**src/rtl/program_counter_stage_pkg.sv**
```systemverilog
// Shared pipeline definitions for the PC stage: default widths, reset vector and
// 2-bit branch counter encodings with their training function.
package program_counter_stage_pkg;

    localparam int unsigned ADDRESS_WIDTH = 32;
    localparam logic [31:0] RESET_VECTOR  = 32'h0000_0000;
    localparam int unsigned PC_INCREMENT  = 4;

    localparam logic HIGH = 1'b1;
    localparam logic LOW  = 1'b0;

    typedef enum logic [1:0] {
        STRONG_NT = 2'b00,
        WEAK_NT   = 2'b01,
        WEAK_T    = 2'b10,
        STRONG_T  = 2'b11
    } bp_ctr_e;

    // Saturating move toward the observed direction.
    function automatic bp_ctr_e ctr_train(input bp_ctr_e ctr, input logic taken);
        bp_ctr_e nxt;
        nxt = ctr;
        case (ctr)
            STRONG_NT: nxt = taken ? WEAK_NT  : STRONG_NT;
            WEAK_NT:   nxt = taken ? WEAK_T   : STRONG_NT;
            WEAK_T:    nxt = taken ? STRONG_T : WEAK_NT;
            STRONG_T:  nxt = taken ? STRONG_T : WEAK_T;
            default:   nxt = WEAK_NT;
        endcase
        return nxt;
    endfunction

endpackage

```
**src/rtl/program_counter_stage_if.sv**
```systemverilog
// Control/redirect/resolve bundle between the pipeline and the PC stage.
// master = pipeline side (hazard unit, execute), slave = PC stage.
interface program_counter_stage_if #(
    parameter int unsigned ADDRESS_WIDTH = program_counter_stage_pkg::ADDRESS_WIDTH
) ();

    logic                     STALL_PROGRAME_COUNTER_STAGE;
    logic                     PC_MISPREDICTED;
    logic [ADDRESS_WIDTH-1:0] REDIRECT_TARGET;
    logic                     BRANCH_RESOLVED;
    logic [ADDRESS_WIDTH-1:0] BRANCH_PC_EXECUTION;
    logic                     BRANCH_TAKEN_EXECUTION;
    logic [ADDRESS_WIDTH-1:0] BRANCH_TARGET_EXECUTION;
    logic [ADDRESS_WIDTH-1:0] PC;
    logic                     PC_PREDICTED_TAKEN;
    logic [ADDRESS_WIDTH-1:0] PC_PREDICTED_TARGET;

    modport master (
        output STALL_PROGRAME_COUNTER_STAGE, PC_MISPREDICTED, REDIRECT_TARGET,
               BRANCH_RESOLVED, BRANCH_PC_EXECUTION, BRANCH_TAKEN_EXECUTION,
               BRANCH_TARGET_EXECUTION,
        input  PC, PC_PREDICTED_TAKEN, PC_PREDICTED_TARGET
    );

    modport slave (
        input  STALL_PROGRAME_COUNTER_STAGE, PC_MISPREDICTED, REDIRECT_TARGET,
               BRANCH_RESOLVED, BRANCH_PC_EXECUTION, BRANCH_TAKEN_EXECUTION,
               BRANCH_TARGET_EXECUTION,
        output PC, PC_PREDICTED_TAKEN, PC_PREDICTED_TARGET
    );

endinterface

```
**src/rtl/program_counter_stage_branch_target_buffer.sv**
```systemverilog
// Direct-mapped BTB with 2-bit direction counters: combinational lookup port,
// synchronous update port, async clear of valid bits and counters.
module program_counter_stage_branch_target_buffer
    import program_counter_stage_pkg::*;
#(
    parameter int unsigned AW    = 32,
    parameter int unsigned IDX_W = 4
) (
    input  logic          clk_i,
    input  logic          rst_ni,
    input  logic [AW-1:0] lookup_pc_i,
    output logic          pred_taken_o,
    output logic [AW-1:0] pred_target_o,
    input  logic          upd_valid_i,
    input  logic [AW-1:0] upd_pc_i,
    input  logic          upd_taken_i,
    input  logic [AW-1:0] upd_target_i
);

    localparam int unsigned ENTRIES = 1 << IDX_W;
    localparam int unsigned TAG_W   = AW - IDX_W - 2;

    logic             valid_q  [ENTRIES];
    bp_ctr_e          ctr_q    [ENTRIES];
    logic [TAG_W-1:0] tag_q    [ENTRIES];
    logic [AW-1:0]    target_q [ENTRIES];

    logic [IDX_W-1:0] lk_idx, up_idx;
    logic [TAG_W-1:0] lk_tag, up_tag;
    logic             lk_hit, up_hit;
    logic             unused_pc_lsbs;

    assign lk_idx = lookup_pc_i[IDX_W+1:2];
    assign lk_tag = lookup_pc_i[AW-1:IDX_W+2];
    assign up_idx = upd_pc_i[IDX_W+1:2];
    assign up_tag = upd_pc_i[AW-1:IDX_W+2];
    assign unused_pc_lsbs = ^{lookup_pc_i[1:0], upd_pc_i[1:0]};

    assign lk_hit = valid_q[lk_idx] && (tag_q[lk_idx] == lk_tag);
    assign up_hit = valid_q[up_idx] && (tag_q[up_idx] == up_tag);

    // Arrays update on the clock edge, so a same-cycle lookup sees old contents.
    assign pred_taken_o  = lk_hit && ctr_q[lk_idx][1];
    assign pred_target_o = target_q[lk_idx];

    always_ff @(posedge clk_i or negedge rst_ni) begin
        if (!rst_ni) begin
            for (int unsigned i = 0; i < ENTRIES; i++) begin
                valid_q[IDX_W'(i)] <= LOW;
                ctr_q[IDX_W'(i)]   <= WEAK_NT;
            end
        end else if (upd_valid_i) begin
            if (up_hit) begin
                ctr_q[up_idx] <= ctr_train(ctr_q[up_idx], upd_taken_i);
            end else if (upd_taken_i) begin
                valid_q[up_idx] <= HIGH;
                ctr_q[up_idx]   <= WEAK_T;
            end
        end
    end

    // Tag rewrite on a taken hit is a no-op; on a miss it allocates.
    always_ff @(posedge clk_i) begin
        if (upd_valid_i && upd_taken_i) begin
            tag_q[up_idx]    <= up_tag;
            target_q[up_idx] <= upd_target_i;
        end
    end

endmodule

```
**src/rtl/program_counter_stage.sv**
```systemverilog
// Fetch PC register with stall-safe pending redirect and BTB-driven next-PC selection.
module program_counter_stage #(
    parameter int unsigned ADDRESS_WIDTH   = program_counter_stage_pkg::ADDRESS_WIDTH,
    parameter int unsigned BTB_INDEX_WIDTH = 4,
    parameter logic [ADDRESS_WIDTH-1:0] RESET_VECTOR =
        ADDRESS_WIDTH'(program_counter_stage_pkg::RESET_VECTOR),
    parameter int unsigned PC_INCREMENT    = program_counter_stage_pkg::PC_INCREMENT
) (
    input  logic                    CLK,
    input  logic                    RST_N,
    program_counter_stage_if.slave  pcs
);

    import program_counter_stage_pkg::*;

    logic [ADDRESS_WIDTH-1:0] pc_q, pc_d;
    logic [ADDRESS_WIDTH-1:0] pend_tgt_q, pend_tgt_d;
    logic                     pend_vld_q, pend_vld_d;
    logic                     btb_taken;
    logic [ADDRESS_WIDTH-1:0] btb_target;
    logic [ADDRESS_WIDTH-1:0] seq_pc;
    logic [ADDRESS_WIDTH-1:0] pred_target;

    program_counter_stage_branch_target_buffer #(
        .AW    (ADDRESS_WIDTH),
        .IDX_W (BTB_INDEX_WIDTH)
    ) u_btb (
        .clk_i         (CLK),
        .rst_ni        (RST_N),
        .lookup_pc_i   (pc_q),
        .pred_taken_o  (btb_taken),
        .pred_target_o (btb_target),
        .upd_valid_i   (pcs.BRANCH_RESOLVED),
        .upd_pc_i      (pcs.BRANCH_PC_EXECUTION),
        .upd_taken_i   (pcs.BRANCH_TAKEN_EXECUTION),
        .upd_target_i  (pcs.BRANCH_TARGET_EXECUTION)
    );

    assign seq_pc      = pc_q + ADDRESS_WIDTH'(PC_INCREMENT);
    assign pred_target = btb_taken ? btb_target : seq_pc;

    // A redirect arriving under stall is parked so it survives any stall length;
    // a newer redirect always replaces the parked one.
    always_comb begin
        pc_d       = pc_q;
        pend_tgt_d = pend_tgt_q;
        pend_vld_d = pend_vld_q;
        if (pcs.STALL_PROGRAME_COUNTER_STAGE) begin
            if (pcs.PC_MISPREDICTED) begin
                pend_tgt_d = pcs.REDIRECT_TARGET;
                pend_vld_d = HIGH;
            end
        end else if (pcs.PC_MISPREDICTED) begin
            pc_d       = pcs.REDIRECT_TARGET;
            pend_vld_d = LOW;
        end else if (pend_vld_q) begin
            pc_d       = pend_tgt_q;
            pend_vld_d = LOW;
        end else begin
            pc_d = pred_target;
        end
    end

    always_ff @(posedge CLK or negedge RST_N) begin
        if (!RST_N) begin
            pc_q       <= RESET_VECTOR;
            pend_tgt_q <= '0;
            pend_vld_q <= LOW;
        end else begin
            pc_q       <= pc_d;
            pend_tgt_q <= pend_tgt_d;
            pend_vld_q <= pend_vld_d;
        end
    end

    assign pcs.PC                  = pc_q;
    assign pcs.PC_PREDICTED_TAKEN  = btb_taken;
    assign pcs.PC_PREDICTED_TARGET = pred_target;

endmodule

```
**src/flat_wrapper.sv**
```systemverilog
// flat-port wrapper written by rule: the top's interface ports become plain ports
module program_counter_stage_flat import program_counter_stage_pkg::*;
#(
    parameter int unsigned ADDRESS_WIDTH   = program_counter_stage_pkg::ADDRESS_WIDTH,
    parameter int unsigned BTB_INDEX_WIDTH = 4,
    parameter logic [ADDRESS_WIDTH-1:0] RESET_VECTOR =
        ADDRESS_WIDTH'(program_counter_stage_pkg::RESET_VECTOR),
    parameter int unsigned PC_INCREMENT    = program_counter_stage_pkg::PC_INCREMENT
)
  (CLK, RST_N, pcs_STALL_PROGRAME_COUNTER_STAGE, pcs_PC_MISPREDICTED, pcs_REDIRECT_TARGET, pcs_BRANCH_RESOLVED, pcs_BRANCH_PC_EXECUTION, pcs_BRANCH_TAKEN_EXECUTION, pcs_BRANCH_TARGET_EXECUTION, pcs_PC, pcs_PC_PREDICTED_TAKEN, pcs_PC_PREDICTED_TARGET);
  program_counter_stage_if #(.ADDRESS_WIDTH(ADDRESS_WIDTH)) pcs_i ();
  input  logic CLK;
  input  logic RST_N;
  input wire logic [$bits(pcs_i.STALL_PROGRAME_COUNTER_STAGE)-1:0] pcs_STALL_PROGRAME_COUNTER_STAGE;
  input wire logic [$bits(pcs_i.PC_MISPREDICTED)-1:0] pcs_PC_MISPREDICTED;
  input wire logic [$bits(pcs_i.REDIRECT_TARGET)-1:0] pcs_REDIRECT_TARGET;
  input wire logic [$bits(pcs_i.BRANCH_RESOLVED)-1:0] pcs_BRANCH_RESOLVED;
  input wire logic [$bits(pcs_i.BRANCH_PC_EXECUTION)-1:0] pcs_BRANCH_PC_EXECUTION;
  input wire logic [$bits(pcs_i.BRANCH_TAKEN_EXECUTION)-1:0] pcs_BRANCH_TAKEN_EXECUTION;
  input wire logic [$bits(pcs_i.BRANCH_TARGET_EXECUTION)-1:0] pcs_BRANCH_TARGET_EXECUTION;
  output wire logic [$bits(pcs_i.PC)-1:0] pcs_PC;
  output wire logic [$bits(pcs_i.PC_PREDICTED_TAKEN)-1:0] pcs_PC_PREDICTED_TAKEN;
  output wire logic [$bits(pcs_i.PC_PREDICTED_TARGET)-1:0] pcs_PC_PREDICTED_TARGET;
  assign pcs_i.STALL_PROGRAME_COUNTER_STAGE = pcs_STALL_PROGRAME_COUNTER_STAGE;
  assign pcs_i.PC_MISPREDICTED = pcs_PC_MISPREDICTED;
  assign pcs_i.REDIRECT_TARGET = pcs_REDIRECT_TARGET;
  assign pcs_i.BRANCH_RESOLVED = pcs_BRANCH_RESOLVED;
  assign pcs_i.BRANCH_PC_EXECUTION = pcs_BRANCH_PC_EXECUTION;
  assign pcs_i.BRANCH_TAKEN_EXECUTION = pcs_BRANCH_TAKEN_EXECUTION;
  assign pcs_i.BRANCH_TARGET_EXECUTION = pcs_BRANCH_TARGET_EXECUTION;
  assign pcs_PC = pcs_i.PC;
  assign pcs_PC_PREDICTED_TAKEN = pcs_i.PC_PREDICTED_TAKEN;
  assign pcs_PC_PREDICTED_TARGET = pcs_i.PC_PREDICTED_TARGET;
  program_counter_stage #(.ADDRESS_WIDTH(ADDRESS_WIDTH), .BTB_INDEX_WIDTH(BTB_INDEX_WIDTH), .RESET_VECTOR(RESET_VECTOR), .PC_INCREMENT(PC_INCREMENT)) u_core (.CLK(CLK), .RST_N(RST_N), .pcs(pcs_i));
endmodule
```
**config.mk**
```make
export PLATFORM = sky130hd
export DESIGN_NAME = program_counter_stage_flat
export DESIGN_NICKNAME = d
export VERILOG_FILES = /design/src/rtl/program_counter_stage_pkg.sv /design/src/rtl/program_counter_stage_if.sv /design/src/rtl/program_counter_stage_branch_target_buffer.sv /design/src/rtl/program_counter_stage.sv /design/src/flat_wrapper.sv
export SDC_FILE = /design/constraint.sdc
export NUM_CORES = 1
export LEC_CHECK = 0
export BUFFER_PORTS_ARGS = -buffer_cell sky130_fd_sc_hd__buf_2
export CELL_PAD_IN_SITES_DETAIL_PLACEMENT = 2
export CELL_PAD_IN_SITES_GLOBAL_PLACEMENT = 2
export CORE_MARGIN = 10
export CORE_UTILIZATION = 43
export CTS_CLUSTER_SIZE = 12
export DETAILED_ROUTE_END_ITERATION = 10
export HOLD_SLACK_MARGIN = 0.05
export PLACE_DENSITY = 0.75
export SLEW_MARGIN = 10
export SYNTH_ARGS = -nofsm -noshare
export SYNTH_HDL_FRONTEND = slang
export SYNTH_SLANG_ARGS = --single-unit
```
**constraint.sdc**
```tcl
create_clock -name CLK -period 3.6 [get_ports CLK]
set_input_delay 0.36 -clock CLK [delete_from_list [all_inputs] [get_ports CLK]]
set_output_delay 0.36 -clock CLK [all_outputs]
set_load 0.05 [all_outputs]
```
==> run_results.csv <==
group,metric,value,unit
cts,max-clock-path-buffers,3,
logic_synthesis,synth_cells,2683,
logic_synthesis,synthArstFlopShare,10.9,%
detailed_routing,wirelength,188000,um
sta,worst_slack,-1.19,ns
worst_hold_path,hold_depth,1,
logic_synthesis,synthFlopType,"edfxtp_1",
sta,slew_headroom,28.2,%
power,ir_drop,0.458,mV
floorplan,die_area,0.124,mm2
floorplan,coreArea,0.109,mm2
global_route,grt.total_usage,30.2,%
placed_design,gp_congestion,0.936,
detailed_routing,dr.pass1.iters,5,
worst_setup_path,slowest_delay,0.59,ns
cts,clock-sinks,1041,
sta,skew,0.0454,ns
final_layout,utilization,52.3,%
status,status,"finished, violations left",
floorplan,die_w,351,um
logic_synthesis,syn_nets,2786,
worst_setup_path,crit_fanout,7,
global_route,grt_use_met2,49.1,%
floorplan,start_util,43.3,%
global_route,grt_max_degree,78,
logic_synthesis,synth_seq_area_share,65.0,%
worst_setup_path,critPathCaptureType,"output pin",
logic_synthesis,synth.avg_cell_area,17.6,um2
worst_hold_path,hold_start,"pcs_BRANCH_PC_EXECUTION[10]",
worst_setup_path,path_cells,"buf_12 -> buf_4 -> mux4_2 -> a221o_1 -> o21ai_1 -> o2111ai_1 -> a211oi_2 -> or4b_4 -> nor4_4 -> buf_4 -> buf_12",
detailed_routing,ant_nets,0,
floorplan,pin_count,167,
sta,max_freq,209,MHz
placed_design,dp_hpwl,118000,um
global_route,grt_pass1_vias,33944,
sta,final-hold-violation-count,0,
worst_setup_path,startpoint_type,"flip-flop",
logic_synthesis,yosys_warnings,0,
worst_setup_path,cp.arrival,4.43,ns
global_route,busiest_layer,"met2",
cts,path_clk_slew,0.06,ns
logic_synthesis,ys_ff_latch,1041,
global_route,met1_usage,38.7,%
worst_setup_path,cp.buffers_inverters,4,
sta,rsz0062_at_grt,"yes",
cts,cts_tree,"done",
detailed_routing,vias,31667,
global_route,gr-usage-met3,6.18,%
final_layout,area_growth,20.8,%
final_layout,finish.instance_area,0.0570,mm2
final_layout,nets,3260,
cts,clk_latency,0.74,ns
sta,tightest_slew,1.08,ns
final_layout,drive_above_1_share,35.2,%
sta,setup_viol,61,
detailed_routing,drt_iter0_drc,4019,
placed_design,io_buffers,164,
logic_synthesis,synth_area,0.0472,mm2
cts,cts-buffers-inserted,112,
status,failed_checks,"negative setup slack",
worst_setup_path,timing.rr.end,"u_core.pcs.PC[27]",
placed_design,dpl-instance-area,0.0519,mm2
worst_setup_path,cp_slowest_cell,"mux4_2",
worst_setup_path,ff2ff_path_depth,12,
worst_setup_path,path_depth,11,
detailed_routing,drcViolationCount,0,
power,powerDensity,564,mW/mm2
power,power,32.2,mW
worst_setup_path,regToRegSetupSlack,-0.26,ns
sta,period_share,133,%
global_route,grt_first_pass_wirelength,267000,um
detailed_routing,vias_per_cell,6.77,
detailed_routing,post_drt_wl_per_cell,40.2,um
global_route,grt_overflow,0,
logic_synthesis,synthDistinctLibCells,81,
worst_hold_path,min_to,"u_core.u_btb.tag_q[0][4]",
sta,slew_viol_final,0,
worst_setup_path,critPathKind,"flip-flop to output pin",
cts,cts_root_buf,"clkbuf_16",
logic_synthesis,synth-edff-count,928,
worst_setup_path,crit_family,"simple AND/OR/NAND/NOR gates",
global_route,antenna_found_initial,11,
floorplan,die_y,351,um
worst_setup_path,r2r_start,"u_core.pcs.PC[2]",
power,p_leak,19.8,nW
cts,h-tree-depth,3,
job,cap_violations,0,
final_layout,fillCellCount,9561,
floorplan,core.rowCount,121,
sta,fin_crit,4.79,ns
worst_hold_path,hp-class,"input port to flip-flop",
worst_setup_path,critPathRequiredTime,3.24,ns
==> through the flow <==
| stage | std cells | hold slack (ns) | setup WS [ns] | TNS (ns) |
|---|---|---|---|---|
| floorplan | 2683 | 0.0644 | -0.742 | -330.01 |
| global placement | 4358 | 0.438 | -0.673 | -16.88 |
| detailed placement | 4358 | 0.442 | -0.711 | -22.37 |
| CTS | 4665 | 0.0513 | -1.15 | -36.61 |
| global route | 4673 | 0.0798 | -1.29 | -45.12 |
| finish | 4676 | 0.0870 | -1.19 | -40.94 |
==> synth_stat cells (31+ instances only) <==
cell,instances,area (um2)
clkbuf_1,69,259
o22ai_1,38,238
nand3_1,31,155
dfrtp_1,97,2430
mux4_2,353,7950
inv_1,48,180
o21ai_0,46,230
mux2i_1,137,1370
nand2_1,142,533
nor3_1,33,165
nor2_1,119,447
edfxtp_1,928,27900
xnor2_1,53,464
buf_2,76,380
mux2_2,55,619
nand4_1,42,263
==> cells by family after synthesis <==
logic type	share of synthesized area [%]
adders and majority gates	0.0689
muxes	21.8
AOI/OAI and AO/OA	4.84
buffers and inverters	2.46
xor gates and xnor gates	1.32
DFF	65.0
and+or+nand+nor	4.53
==> registers in the layout (all words and copies together), names as in the netlist <==
signal,cells
u_core.u_btb.valid_q,16
u_core.pcs.PC,32
u_core.pend_vld_q,1
u_core.pend_tgt_q,32
u_core.u_btb.ctr_q,32
u_core.u_btb.target_q,512
u_core.u_btb.tag_q,416
==> routing by layer <==
layer	share of wire, %	vias up
li1	-	12027
met1	37	17021
met2	48	2060
met5	0.033	-
met4	5.3	8
met3	9.2	551
==> worst reg2reg max path, cell delays in order (launching register included) <==
cell and delay, ns:
dfrtp_4 0.57, buf_6 0.16, mux4_2 0.52, mux4_2 0.54, xor2_2 0.18, nor3_2 0.16, nor4b_4 0.27, nand4_1 0.28
buf_4 0.24, nor3_4 0.14, buf_12 0.15, buf_4 0.28, o311a_1 0.29
==> power breakdown <==
group	total (mW)	internal (mW)	switching, mW
Clock	11.3	6.24	5.08
Sequential	13.8	13.4	0.319
Combinational	7.08	2.93	4.15
Total	32.2	22.6	9.55
==> cell type report <==
class | instances | area [um2] | share of cell area [%]
Multi-Input combinational cell | 1400 | 15800 | 27.7
Clock buffer | 160 | 3030 | 5.32
Sequential cell | 1041 | 30700 | 53.9
Timing Repair Buffer | 547 | 5000 | 8.77
Inverter | 55 | 219 | 0.384
Tap cell | 1414 | 1770 | 3.10
Antenna cell | 7 | 17.5 | 0.0307
Clock inverter | 52 | 452 | 0.792
==> how the worst max path moves through the flow <==
stage,startpoint,end,slack (ns)
after CTS,u_core.pcs.PC[2],pcs_PC_PREDICTED_TARGET[3],-1.15
final,u_core.pcs.PC[2],pcs_PC_PREDICTED_TAKEN,-1.19
after detailed placement,u_core.pcs.PC[2],pcs_PC_PREDICTED_TAKEN,-0.71
after floorplan,pcs_BRANCH_PC_EXECUTION[2],u_core.u_btb.tag_q[1][0],-0.74
after global placement,u_core.pcs.PC[2],pcs_PC_PREDICTED_TAKEN,-0.67
after global routing,u_core.pcs.PC[2],pcs_PC_PREDICTED_TARGET[16],-1.29
==> timing repair <==
action | CTS | global route
endpoints found under the hold margin | 804 | 0
hold buffers | 78 | 0
setup buffers | 14 | 5
gates cloned | 3 | 0
setup endpoints to repair | 65 | 65
pin swaps | 13 | 15
gates resized for setup | 87 | 38
==> placed cells by master, fill, tap and decap left out, drive strengths merged, types with 35 or more instances in the layout <==
master / count
buf: 467
clkbuf: 160
clkinv: 51
dfrtp: 97
dlygate4sd3: 78
edfxtp: 928
inv: 48
mux2: 78
mux2i: 137
mux4: 353
nand2: 142
nand4: 42
nor2: 120
nor3: 35
o21ai: 47
o22ai: 38
xnor2: 53
Power figures use the tool's default switching activity.
